**src/rtl/crossy_pkg.sv**
```systemverilog
`default_nettype none
// ============================================================================
//  Module      : crossy_pkg
//  Description : Shared types and constants for the lane spawner. Holds the
//                sequencer state enum, the LFSR seed and tap mask, the field
//                widths, and the helper that turns one LFSR word into a
//                lane's field set.
//  Revision    : 1.0  initial release
// ============================================================================
package crossy_pkg;

    // Sequencer states, in the order a spawn round visits them
    typedef enum logic [2:0] {
        ST_IDLE   = 3'd0,
        ST_GEN    = 3'd1,
        ST_SETTLE = 3'd2,
        ST_PULSE  = 3'd3,
        ST_FINISH = 3'd4
    } state_t;

    // Galois LFSR for x^16 + x^14 + x^13 + x^11 (right-shifting form)
    localparam logic [15:0] LFSR_SEED = 16'hACE1;
    localparam logic [15:0] LFSR_TAPS = 16'hB400;

    // Highest number of extra cars a lane may carry beyond its first car
    localparam logic [2:0]  MAX_EXTRA_CARS = 3'd4;

    // Per-lane field widths
    localparam int CAR_TYPE_W  = 2;
    localparam int CAR_COUNT_W = 3;
    localparam int CAR_SPEED_W = 3;

    // One lane's worth of generated fields
    typedef struct packed {
        logic                   dir;
        logic [CAR_TYPE_W-1:0]  ctype;
        logic [CAR_COUNT_W-1:0] count;
        logic [CAR_SPEED_W-1:0] speed;
    } lane_fields_t;

    // Derive a lane's fields from the low nine LFSR bits and the difficulty.
    // Count and speed are clamped in 4 bits so Level+1 = 8 cannot wrap.
    function automatic lane_fields_t gen_lane(input logic [8:0] r,
                                              input logic [2:0] level);
        lane_fields_t f;
        logic [3:0]   raw;
        logic [3:0]   cnt_cap;
        logic [3:0]   spd;
        logic [3:0]   spd_cap;

        f.dir   = r[6];
        f.ctype = r[8:7];

        // Fold the 0..7 draw into 0..4 extra cars
        raw = {1'b0, r[2:0]};
        if (raw > {1'b0, MAX_EXTRA_CARS}) begin
            raw = raw - {1'b0, MAX_EXTRA_CARS};
        end
        cnt_cap = 4'd1 + {2'b00, level[2:1]};
        f.count = (raw < cnt_cap) ? raw[2:0] : cnt_cap[2:0];

        // Speed is never 0 and is capped by difficulty (at most 7)
        spd = (r[5:3] == 3'd0) ? 4'd1 : {1'b0, r[5:3]};
        spd_cap = {1'b0, level} + 4'd1;
        if (spd_cap > 4'd7) begin
            spd_cap = 4'd7;
        end
        f.speed = (spd < spd_cap) ? spd[2:0] : spd_cap[2:0];

        return f;
    endfunction

endpackage
`default_nettype wire

```
**src/rtl/lane_spawner_if.sv**
```systemverilog
`default_nettype none
// ============================================================================
//  Module      : lane_spawner_if
//  Description : Request / lane-field bundle between a round controller
//                (master) and the lane spawner (slave).
//  Revision    : 1.0  initial release
// ============================================================================
interface lane_spawner_if #(
    parameter int NUM_LANES = 8
);
    import crossy_pkg::*;

    logic                               NewRound;
    logic [2:0]                         Level;
    logic [NUM_LANES-1:0]               LaneMask;
    logic [NUM_LANES-1:0]               SpawnEnable;
    logic [NUM_LANES-1:0]               Direction;
    logic [CAR_TYPE_W*NUM_LANES-1:0]    CarType;
    logic [CAR_COUNT_W*NUM_LANES-1:0]   CarCount;
    logic [CAR_SPEED_W*NUM_LANES-1:0]   CarSpeed;
    logic                               Busy;
    logic                               Done;

    // Round controller side
    modport master (
        output NewRound, Level, LaneMask,
        input  SpawnEnable, Direction, CarType, CarCount, CarSpeed, Busy, Done
    );

    // Spawner side
    modport slave (
        input  NewRound, Level, LaneMask,
        output SpawnEnable, Direction, CarType, CarCount, CarSpeed, Busy, Done
    );

endinterface
`default_nettype wire

```
**src/rtl/lfsr16.sv**
```systemverilog
`default_nettype none
// ============================================================================
//  Module      : lfsr16
//  Description : Free-running 16-bit Galois LFSR, x^16+x^14+x^13+x^11.
//                Steps every cycle; recovers from the lock-up state by
//                reloading the seed.
//  Revision    : 1.0  initial release
// ============================================================================
module lfsr16
    import crossy_pkg::*;
(
    input  wire         Clk,
    input  wire         Reset,
    output logic [15:0] Q
);

    logic [15:0] r_q;

    // Seed on reset or on the all-zero lock-up state, otherwise shift with taps
    always_ff @(posedge Clk) begin
        if (Reset) begin
            r_q <= LFSR_SEED;
        end else if (r_q == 16'h0000) begin
            r_q <= LFSR_SEED;
        end else if (r_q[0]) begin
            r_q <= {1'b0, r_q[15:1]} ^ LFSR_TAPS;
        end else begin
            r_q <= {1'b0, r_q[15:1]};
        end
    end

    assign Q = r_q;

endmodule
`default_nettype wire

```
**src/rtl/lane_spawner.sv**
```systemverilog
`default_nettype none
// ============================================================================
//  Module      : lane_spawner
//  Description : On a NewRound request, generates Direction/CarType/
//                CarCount/CarSpeed for every lane from an LFSR (one lane per
//                cycle), waits one settle cycle, then raises SpawnEnable on
//                the unmasked lanes for PULSE_LEN cycles and signals Done.
//                All outputs are registered.
//  Revision    : 1.0  initial release
// ============================================================================
module lane_spawner
    import crossy_pkg::*;
#(
    parameter int NUM_LANES = 8,   // 1..16, must match the interface
    parameter int PULSE_LEN = 2    // >= 1
) (
    input  wire           Clk,
    input  wire           Reset,
    lane_spawner_if.slave bus
);

    localparam int IDX_W  = (NUM_LANES > 1) ? $clog2(NUM_LANES) : 1;
    localparam int PCNT_W = (PULSE_LEN > 1) ? $clog2(PULSE_LEN) : 1;
    localparam logic [IDX_W-1:0]  LAST_IDX   = IDX_W'(NUM_LANES - 1);
    localparam logic [PCNT_W-1:0] PULSE_LAST = PCNT_W'(PULSE_LEN - 1);

    state_t                             r_state;
    logic [IDX_W-1:0]                   r_idx;
    logic [PCNT_W-1:0]                  r_pcnt;
    logic [2:0]                         r_level;
    logic [NUM_LANES-1:0]               r_mask;

    logic [NUM_LANES-1:0]               r_spawn;
    logic [NUM_LANES-1:0]               r_dir;
    logic [CAR_TYPE_W*NUM_LANES-1:0]    r_type;
    logic [CAR_COUNT_W*NUM_LANES-1:0]   r_count;
    logic [CAR_SPEED_W*NUM_LANES-1:0]   r_speed;
    logic                               r_busy;
    logic                               r_done;

    logic [15:0]                        w_lfsr;
    lane_fields_t                       w_lane;
    logic                               w_unused_lfsr;

    lfsr16 u_lfsr (
        .Clk   (Clk),
        .Reset (Reset),
        .Q     (w_lfsr)
    );

    // Only the low nine bits feed the lane fields
    assign w_lane        = gen_lane(w_lfsr[8:0], r_level);
    assign w_unused_lfsr = ^w_lfsr[15:9];

    // Round sequencer: IDLE -> GEN (one lane per cycle) -> SETTLE -> PULSE -> FINISH
    always_ff @(posedge Clk) begin
        if (Reset) begin
            r_state <= ST_IDLE;
            r_idx   <= '0;
            r_pcnt  <= '0;
            r_level <= 3'd0;
            r_mask  <= '0;
            r_spawn <= '0;
            r_dir   <= '0;
            r_type  <= '0;
            r_count <= '0;
            r_speed <= {NUM_LANES{3'd1}};
            r_busy  <= 1'b0;
            r_done  <= 1'b0;
        end else begin
            r_done <= 1'b0;
            case (r_state)
                ST_IDLE: begin
                    if (bus.NewRound) begin
                        r_level <= bus.Level;
                        r_mask  <= bus.LaneMask;
                        r_idx   <= '0;
                        r_busy  <= 1'b1;
                        r_state <= ST_GEN;
                    end
                end

                ST_GEN: begin
                    for (int i = 0; i < NUM_LANES; i++) begin
                        if (int'(r_idx) == i) begin
                            r_dir[i] <= w_lane.dir;
                            r_type[i*CAR_TYPE_W +: CAR_TYPE_W]    <= w_lane.ctype;
                            r_count[i*CAR_COUNT_W +: CAR_COUNT_W] <= w_lane.count;
                            r_speed[i*CAR_SPEED_W +: CAR_SPEED_W] <= w_lane.speed;
                        end
                    end
                    // Index parks on the last lane rather than wrapping
                    if (r_idx == LAST_IDX) begin
                        r_state <= ST_SETTLE;
                    end else begin
                        r_idx <= r_idx + IDX_W'(1);
                    end
                end

                ST_SETTLE: begin
                    // Fields are already stable; raise strobes for the pulse window
                    r_spawn <= r_mask;
                    r_pcnt  <= '0;
                    r_state <= ST_PULSE;
                end

                ST_PULSE: begin
                    if (r_pcnt == PULSE_LAST) begin
                        r_spawn <= '0;
                        r_done  <= 1'b1;
                        r_state <= ST_FINISH;
                    end else begin
                        r_pcnt <= r_pcnt + PCNT_W'(1);
                    end
                end

                ST_FINISH: begin
                    // A request seen here is dropped on purpose
                    r_busy  <= 1'b0;
                    r_state <= ST_IDLE;
                end

                default: begin
                    r_spawn <= '0;
                    r_busy  <= 1'b0;
                    r_state <= ST_IDLE;
                end
            endcase
        end
    end

    assign bus.SpawnEnable = r_spawn;
    assign bus.Direction   = r_dir;
    assign bus.CarType     = r_type;
    assign bus.CarCount    = r_count;
    assign bus.CarSpeed    = r_speed;
    assign bus.Busy        = r_busy;
    assign bus.Done        = r_done;

endmodule
`default_nettype wire

```
**src/flat_wrapper.sv**
```systemverilog
// flat-port wrapper written by rule: the top's interface ports become plain ports
module lane_spawner_flat import crossy_pkg::*;
#(
    parameter int NUM_LANES = 8,                                     
    parameter int PULSE_LEN = 2           
)
  (Clk, Reset, bus_NewRound, bus_Level, bus_LaneMask, bus_SpawnEnable, bus_Direction, bus_CarType, bus_CarCount, bus_CarSpeed, bus_Busy, bus_Done);
  lane_spawner_if #(.NUM_LANES(NUM_LANES)) bus_i ();
  input  wire Clk;
  input  wire Reset;
  input wire logic [$bits(bus_i.NewRound)-1:0] bus_NewRound;
  input wire logic [$bits(bus_i.Level)-1:0] bus_Level;
  input wire logic [$bits(bus_i.LaneMask)-1:0] bus_LaneMask;
  output wire logic [$bits(bus_i.SpawnEnable)-1:0] bus_SpawnEnable;
  output wire logic [$bits(bus_i.Direction)-1:0] bus_Direction;
  output wire logic [$bits(bus_i.CarType)-1:0] bus_CarType;
  output wire logic [$bits(bus_i.CarCount)-1:0] bus_CarCount;
  output wire logic [$bits(bus_i.CarSpeed)-1:0] bus_CarSpeed;
  output wire logic [$bits(bus_i.Busy)-1:0] bus_Busy;
  output wire logic [$bits(bus_i.Done)-1:0] bus_Done;
  assign bus_i.NewRound = bus_NewRound;
  assign bus_i.Level = bus_Level;
  assign bus_i.LaneMask = bus_LaneMask;
  assign bus_SpawnEnable = bus_i.SpawnEnable;
  assign bus_Direction = bus_i.Direction;
  assign bus_CarType = bus_i.CarType;
  assign bus_CarCount = bus_i.CarCount;
  assign bus_CarSpeed = bus_i.CarSpeed;
  assign bus_Busy = bus_i.Busy;
  assign bus_Done = bus_i.Done;
  lane_spawner #(.NUM_LANES(NUM_LANES), .PULSE_LEN(PULSE_LEN)) u_core (.Clk(Clk), .Reset(Reset), .bus(bus_i));
endmodule
```
**config.mk**
```make
export PLATFORM = sky130hd
export DESIGN_NAME = lane_spawner_flat
export DESIGN_NICKNAME = d
export VERILOG_FILES = /design/src/rtl/crossy_pkg.sv /design/src/rtl/lane_spawner_if.sv /design/src/rtl/lfsr16.sv /design/src/rtl/lane_spawner.sv /design/src/flat_wrapper.sv
export SDC_FILE = /design/constraint.sdc
export NUM_CORES = 1
export LEC_CHECK = 0
export CORE_MARGIN = 2
export CORE_UTILIZATION = 50
export DETAILED_ROUTE_END_ITERATION = 8
export GPL_ROUTABILITY_DRIVEN = 0
export PLACE_DENSITY_LB_ADDON = 0.05
export SKIP_LAST_GASP = 1
export SLEW_MARGIN = 20
export SYNTH_ARGS = -nofsm -noshare
export SYNTH_HDL_FRONTEND = slang
export SYNTH_SLANG_ARGS = --single-unit
```
**constraint.sdc**
```tcl
create_clock -name Clk -period 6.3 [get_ports Clk]
set_input_delay 0.945 -clock Clk [delete_from_list [all_inputs] [get_ports Clk]]
set_output_delay 0.945 -clock Clk [all_outputs]
set_load 0.02 [all_outputs]
```
Word-level counts from Yosys, hierarchy flattened:

Index checks and enable logic that the tools add are counted.

* bits in registers: 116
* bits of input ports: 14
* output and inout port bits: 82
* logic and storage cells: 113

* add/sub/neg operators: 5
* $lt $le $gt $ge: 4
* eq/ne operators: 16
* mux-type cells: 20
* bitwise gates (word level): 4
* reductions and logical operators: 23

Operator list (count)
* two-way mux 3 bit: 8
* one-hot mux 8 bit (3 select lines): 1
* AND reduction 2 bit: 11
* equality test 3 bit, second input constant: 6
* zero test 16 bit: 1
* two-way mux 16 bit: 1
* equality test 3 x 2 -> 1 bit, second input constant: 4
* one-hot mux 3 bit (4 select lines): 1
* zero test 3 bit: 3
* less-than comparator 4 bit: 2
* two-way mux 4 bit: 2
* two-way mux 8 bit: 1
* equality test 3 x 1 -> 1 bit, second input constant: 2
* one-hot mux 3 bit (2 select lines): 1
* AND reduction 3 bit: 2
* OR reduction 3 bit: 2
* adder 3 x 1 -> 4 bit, second input constant: 1
* > comparator 4 x 3 -> 1 bit, second input constant: 1
* != test 2 x 1 -> 1 bit, second input constant: 2
* != test 2 bit, second input constant: 2
* NOT 3 -> 4 bit: 1
* one-hot mux 1 bit (2 select lines): 2
* nonzero test 2 bit: 2
* OR reduction 2 bit: 2
* other kinds (7): 11

Longest topological paths before layout:

* depth after elaboration: 5
* depth in mapped cells: 10
* depth with buffers taken out: 8

Modules after synthesis:

From an unflattened synthesis, not the netlist that was laid out.

* cells, all modules: 518
* area, all modules: 4753.3 µm²

By module, submodules not included
* lane_spawner: times used 1, cells an instance 477, area each 4269.1 µm², seq. area each 2001.9 µm²
* lfsr16: times used 1, cells an instance 41, area each 484.2 µm², seq. area each 320.3 µm²

Worst setup path before layout:

No wires, ideal clock.

* kind: register to register
* start point: register u_core.r_level[1]
* end point: register u_core.r_speed[11] (netlist: u_core.bus.CarSpeed[11])
* library setup time: 0.077 ns
* arrival time: 2.044 ns
* data required time: 6.223 ns
* slack: 4.179 ns
* cell stages (with the launch flop): 10
* path buffers: 2
* period minus slack after synthesis: 2.121 ns
* cells stage by stage: dfxtp_1 ha_1 a21oi_1 ha_1 o21a_1 o32ai_2 buf_6 or3_1 buf_6 o22ai_2

* longest elaborated chain between the ends: 5

Ends and longest elaborated chain
* from (decl): RTL line lane_spawner.sv:30 `logic [2:0] r_level;`
* from (signal assigned): RTL line lane_spawner.sv:75 `r_level <= bus.Level;`
* adder 3 x 1 -> 4 bit (*): RTL line crossy_pkg.sv:64 `spd_cap = {1'b0, level} + 4'd1;`
* > comparator 4 x 3 -> 1 bit: RTL line crossy_pkg.sv:65 `if (spd_cap > 4'd7) begin`
* two-way mux 4 bit (*): RTL line crossy_pkg.sv:65
* less-than comparator 4 bit: RTL line crossy_pkg.sv:68 `f.speed = (spd < spd_cap) ? spd[2:0] : spd_cap[2:0];`
* two-way mux 3 bit (*): RTL line crossy_pkg.sv:68
* to (signal assigned): RTL line lane_spawner.sv:67 `r_speed <= {NUM_LANES{3'd1}};`
* to (signal, indexed assignment): RTL line lane_spawner.sv:89 `r_speed[i*CAR_SPEED_W +: CAR_SPEED_W] <= w_lane.speed;`
* to (decl): RTL line lane_spawner.sv:37 `logic [CAR_SPEED_W*NUM_LANES-1:0] r_speed;`

Mark *: on every way between the ends. The rest lies on a longest branch, timed or not.
A chain may end at the register's enable or synchronous reset.

Final worst setup path:

* start point: register u_core.r_level[1]
* end point: register u_core.r_speed[23] (netlist: u_core.bus.CarSpeed[23])

The elaborated chain is that of the path after synthesis.

==> metrics.md <==
| Metric | Value |
|---|---|
| GRT met3 Usage | 6.685% |
| Status | completed |
| Met2 Use GR | 39.08% |
| Hold Path Origin | u_core.bus.CarType[13]$_SDFFE_PP0P_ |
| Synth unique cells | 50 |
| Max-Cap Viols | 0 |
| Drc violations | 0 |
| Clk pin slew, worst setup/hold paths | approximately 0.060 ns |
| Initial antenna violation count | 0 |
| Setup TNS Final | 0 ns |
| Fill cells | 743 |
| Global routing's busiest layer | met2 |
| Crit Path Category | reg -> reg |
| Reg-to-Reg End | u_core.bus.CarSpeed[23]$_SDFFE_PP0P_ |
| LEAKAGE | approximately 2.2 nW |
| Largest cells by area after synthesis | dfxtp_1 (50%), nand2_1 (6.7%), a21oi_1 (5.0%), a211oi_1 (3.4%), ha_1 (3.2%) |
| Endpoint class of the critical path | flop |
| Final Skew | 0.006129 ns |
| Core Rows | 35 |
| HPWL after DPL | about 7700 µm |
| Initial DRT Pass Iterations | 4 |
| Clk sinks | around 120 |
| Worst Tran Pin Value | 0.9888 ns |
| Die height | around 100 µm |
| Cell taking the most area after synthesis | dfxtp_1 |
| Final min period | ~2.9 ns |
| Final setup vio count | 0 |
| Number of synthesized flops with an enable pin | 0 |
| Wire per inst | roughly 16 µm |
| FF+latch area | 2322 µm² |
| Initial Util | just over 50% |
| Data arrival, critical path | around 3.2 ns |
| Finished Layout Cells | 702 |
| Most common flop cell mapped by yosys | dfxtp_1 |
| Grt total ovfl | 0 |
| Slew Limit Fails | 0 |
| Met1 usage | 28.89% |
| Placed Area | between 5000 and 6000 µm² |
| Hold Path End | u_core.bus.CarType[13]$_SDFFE_PP0P_ |
| Hold Crit Depth | 2 |
| Worst-Skew Late Latency | around 0.52 ns |
| Synth Register Bits | 116 |
| Mapped Area | ~4600 µm² |
| PwrDens | 319.1 nW/µm² |
| Reg2reg path depth | 7 |
| Dpl ws | between 3 and 4 ns |
| Synth top area share | around 50% |
| Fin worst setup slack | between 3 and 4 ns |
| CTS tree | built |
| Hold slack | 0.4499 ns |
| Crit path required time | approximately 6.7 ns |
| Die Width | between 100 and 150 µm |
| Final period utilization | a little under half |
| Max clock buf depth | 2 |
| Maximum clock frequency | 349.9 MHz |
| Die area | 10080 µm² |
| Vias | 3853 |
| Root buf cell | clkbuf_8 |
| Vias in the first global route | roughly 3800 |
| Number of diodes | 0 |
| ANT nets after route | 0 |
| Layout cell share with drive strength beyond 1 | 9.814% |
| Postcts setup bufs | 0 |
| Worst R2R Start | u_core.r_level[1]$_SDFFE_PP0P_ |
| IO buf count | 95 |
| Synth warn | 0 |
| Largest net degree at the start of global routing | 110 |
| Unrepaired setup endpoints after global routing | false |
| Cts hold-fix bufs | 0 |
| VDD IR-drop max | 183.0 µV |
| Area delta synth->final | 33.40% |
| Count leader, synth | dfxtp_1 |
| Final WL | 11340 µm |
| Post-layout net count | 604 |
| I/O Pins | between 90 and 100 |
| H-tree depth | 4 |
| Post-CTS sizing | 0 |
| Core Area | roughly 9100 µm² |
| Multi-input logic area | about 2100 µm² |
| Crit-path max FO | 20 |
| Register-to-Register Setup Slack | 3.44 ns |
| Number of buffers created by CTS | 17 |
| HP Class | reg -> reg |
| Total Routing Usage GR | 23.59% |
| Syn_nets | 530 |
| Post-synth ARST share | 0% |
| Sequential fraction of the synthesis area | between 40% and 50% |
| Synth cell count leaders | dfxtp_1 (116), nand2_1 (83), a21oi_1 (46) |
| Fin. Hold Viols | 0 |
| Critical Path Start Type | flop |
| Placed cells | between 600 and 700 |
| Slew margin rel. | ~34% |
| Initial DRC count | about 160 |
| Post-route cell area | between 6000 and 7000 µm² |
| Mean Syn Cell Area | 9.218 µm² |
| Vias/cell | 5.489 |
| First-pass GRT wire length | roughly 18000 µm |
| Mapped Cells | between 500 and 600 |
[kinds of logic after synthesis]
family / count (synthesis) / share of synthesized area, %
muxes: 3 / 1.185
buffers and inverters: 45 / 5.090
DFF: 116 / 49.99
adders and majority gates: 12 / 3.232
and+or+nand+nor: 177 / 18.39
xor gates and xnor gates: 4 / 0.7542
AOI/OAI and AO/OA: 147 / 21.36
[layout by cell type, fill, tap and decap left out, drive strengths merged, types with 10 or more instances in the layout]
cell type,Yosys,layout
ha,12,12
nand2,85,85
a31oi,17,17
dfxtp,116,116
a211oi,24,24
a22oi,10,10
o21ai,17,17
nor2b,12,12
clkdlybuf4s50,0,94
nand2b,10,10
a21oi,46,46
clkbuf,13,19
a21boi,11,11
nor2,35,35
o22ai,14,14
[metal layers]
layer | vias up | wire (µm)
met4 | 0 | 223
met2 | 105 | 5408
met3 | 20 | 548
met5 | - | 0
met1 | 1813 | 5154
li1 | 1915 | -
[flip-flops by register name (all words and copies together) (netlist names), 8 cells and up]
name and cells:
u_core.bus.CarCount 24, u_core.bus.CarSpeed 24, u_core.bus.CarType 16, u_core.bus.Direction 8, u_core.bus.SpawnEnable 8, u_core.r_mask 8
u_core.u_lfsr.Q 16
[layout make-up]
cell class,instances,share of cell area [%]
repair buffers,95,15.36
clock buffers,19,7.127
well taps,111,2.241
multi-input cells,343,33.96
flip-flops and latches,116,37.47
clock inverters,13,3.533
inverters,5,0.3028
[metrics by stage]
stage	utilization (%)	power, mW
3_3_place_gp	60.62	0.9243
2_1_floorplan	-	0.8856
6_report	68.04	1.978
3_5_place_dp	60.62	0.9286
5_1_grt	68.04	2.040
4_1_cts	67.87	1.985
[power breakdown]
part | switching, mW | internal [mW] | leakage [nW]
Combinational | 0.0826 | 0.0558 | 0.907
Clock | 0.352 | 0.710 | 0.320
Sequential | 0.0216 | 0.756 | 0.943
[how the worst max path moves through the flow]
stage | start | endpoint | slack [ns] | cells past startpoint
after floorplan | u_core.r_level[1]$_SDFFE_PP0P_ | u_core.bus.CarSpeed[11]$_SDFFE_PP0P_ | 4.18 | 9
after global placement | u_core.r_level[1]$_SDFFE_PP0P_ | u_core.bus.CarSpeed[23]$_SDFFE_PP0P_ | 3.32 | 7
after detailed placement | u_core.r_level[1]$_SDFFE_PP0P_ | u_core.bus.CarSpeed[23]$_SDFFE_PP0P_ | 3.20 | 7
after CTS | u_core.r_level[1]$_SDFFE_PP0P_ | u_core.bus.CarSpeed[23]$_SDFFE_PP0P_ | 3.20 | 7
after global routing | u_core.r_level[1]$_SDFFE_PP0P_ | u_core.bus.CarSpeed[23]$_SDFFE_PP0P_ | 3.28 | 7
final | u_core.r_level[1]$_SDFFE_PP0P_ | u_core.bus.CarSpeed[23]$_SDFFE_PP0P_ | 3.44 | 7
[critical path, stage by stage, from the launching register on]
cell and delay, ns:
dfxtp_1 0.40, ha_1 0.35, a21oi_1 0.16, ha_1 0.26
or2_1 0.28, o32ai_4 0.64, or3_1 0.49, o22ai_2 0.14
No activity file was read; power rests on OpenSTA's default activity.
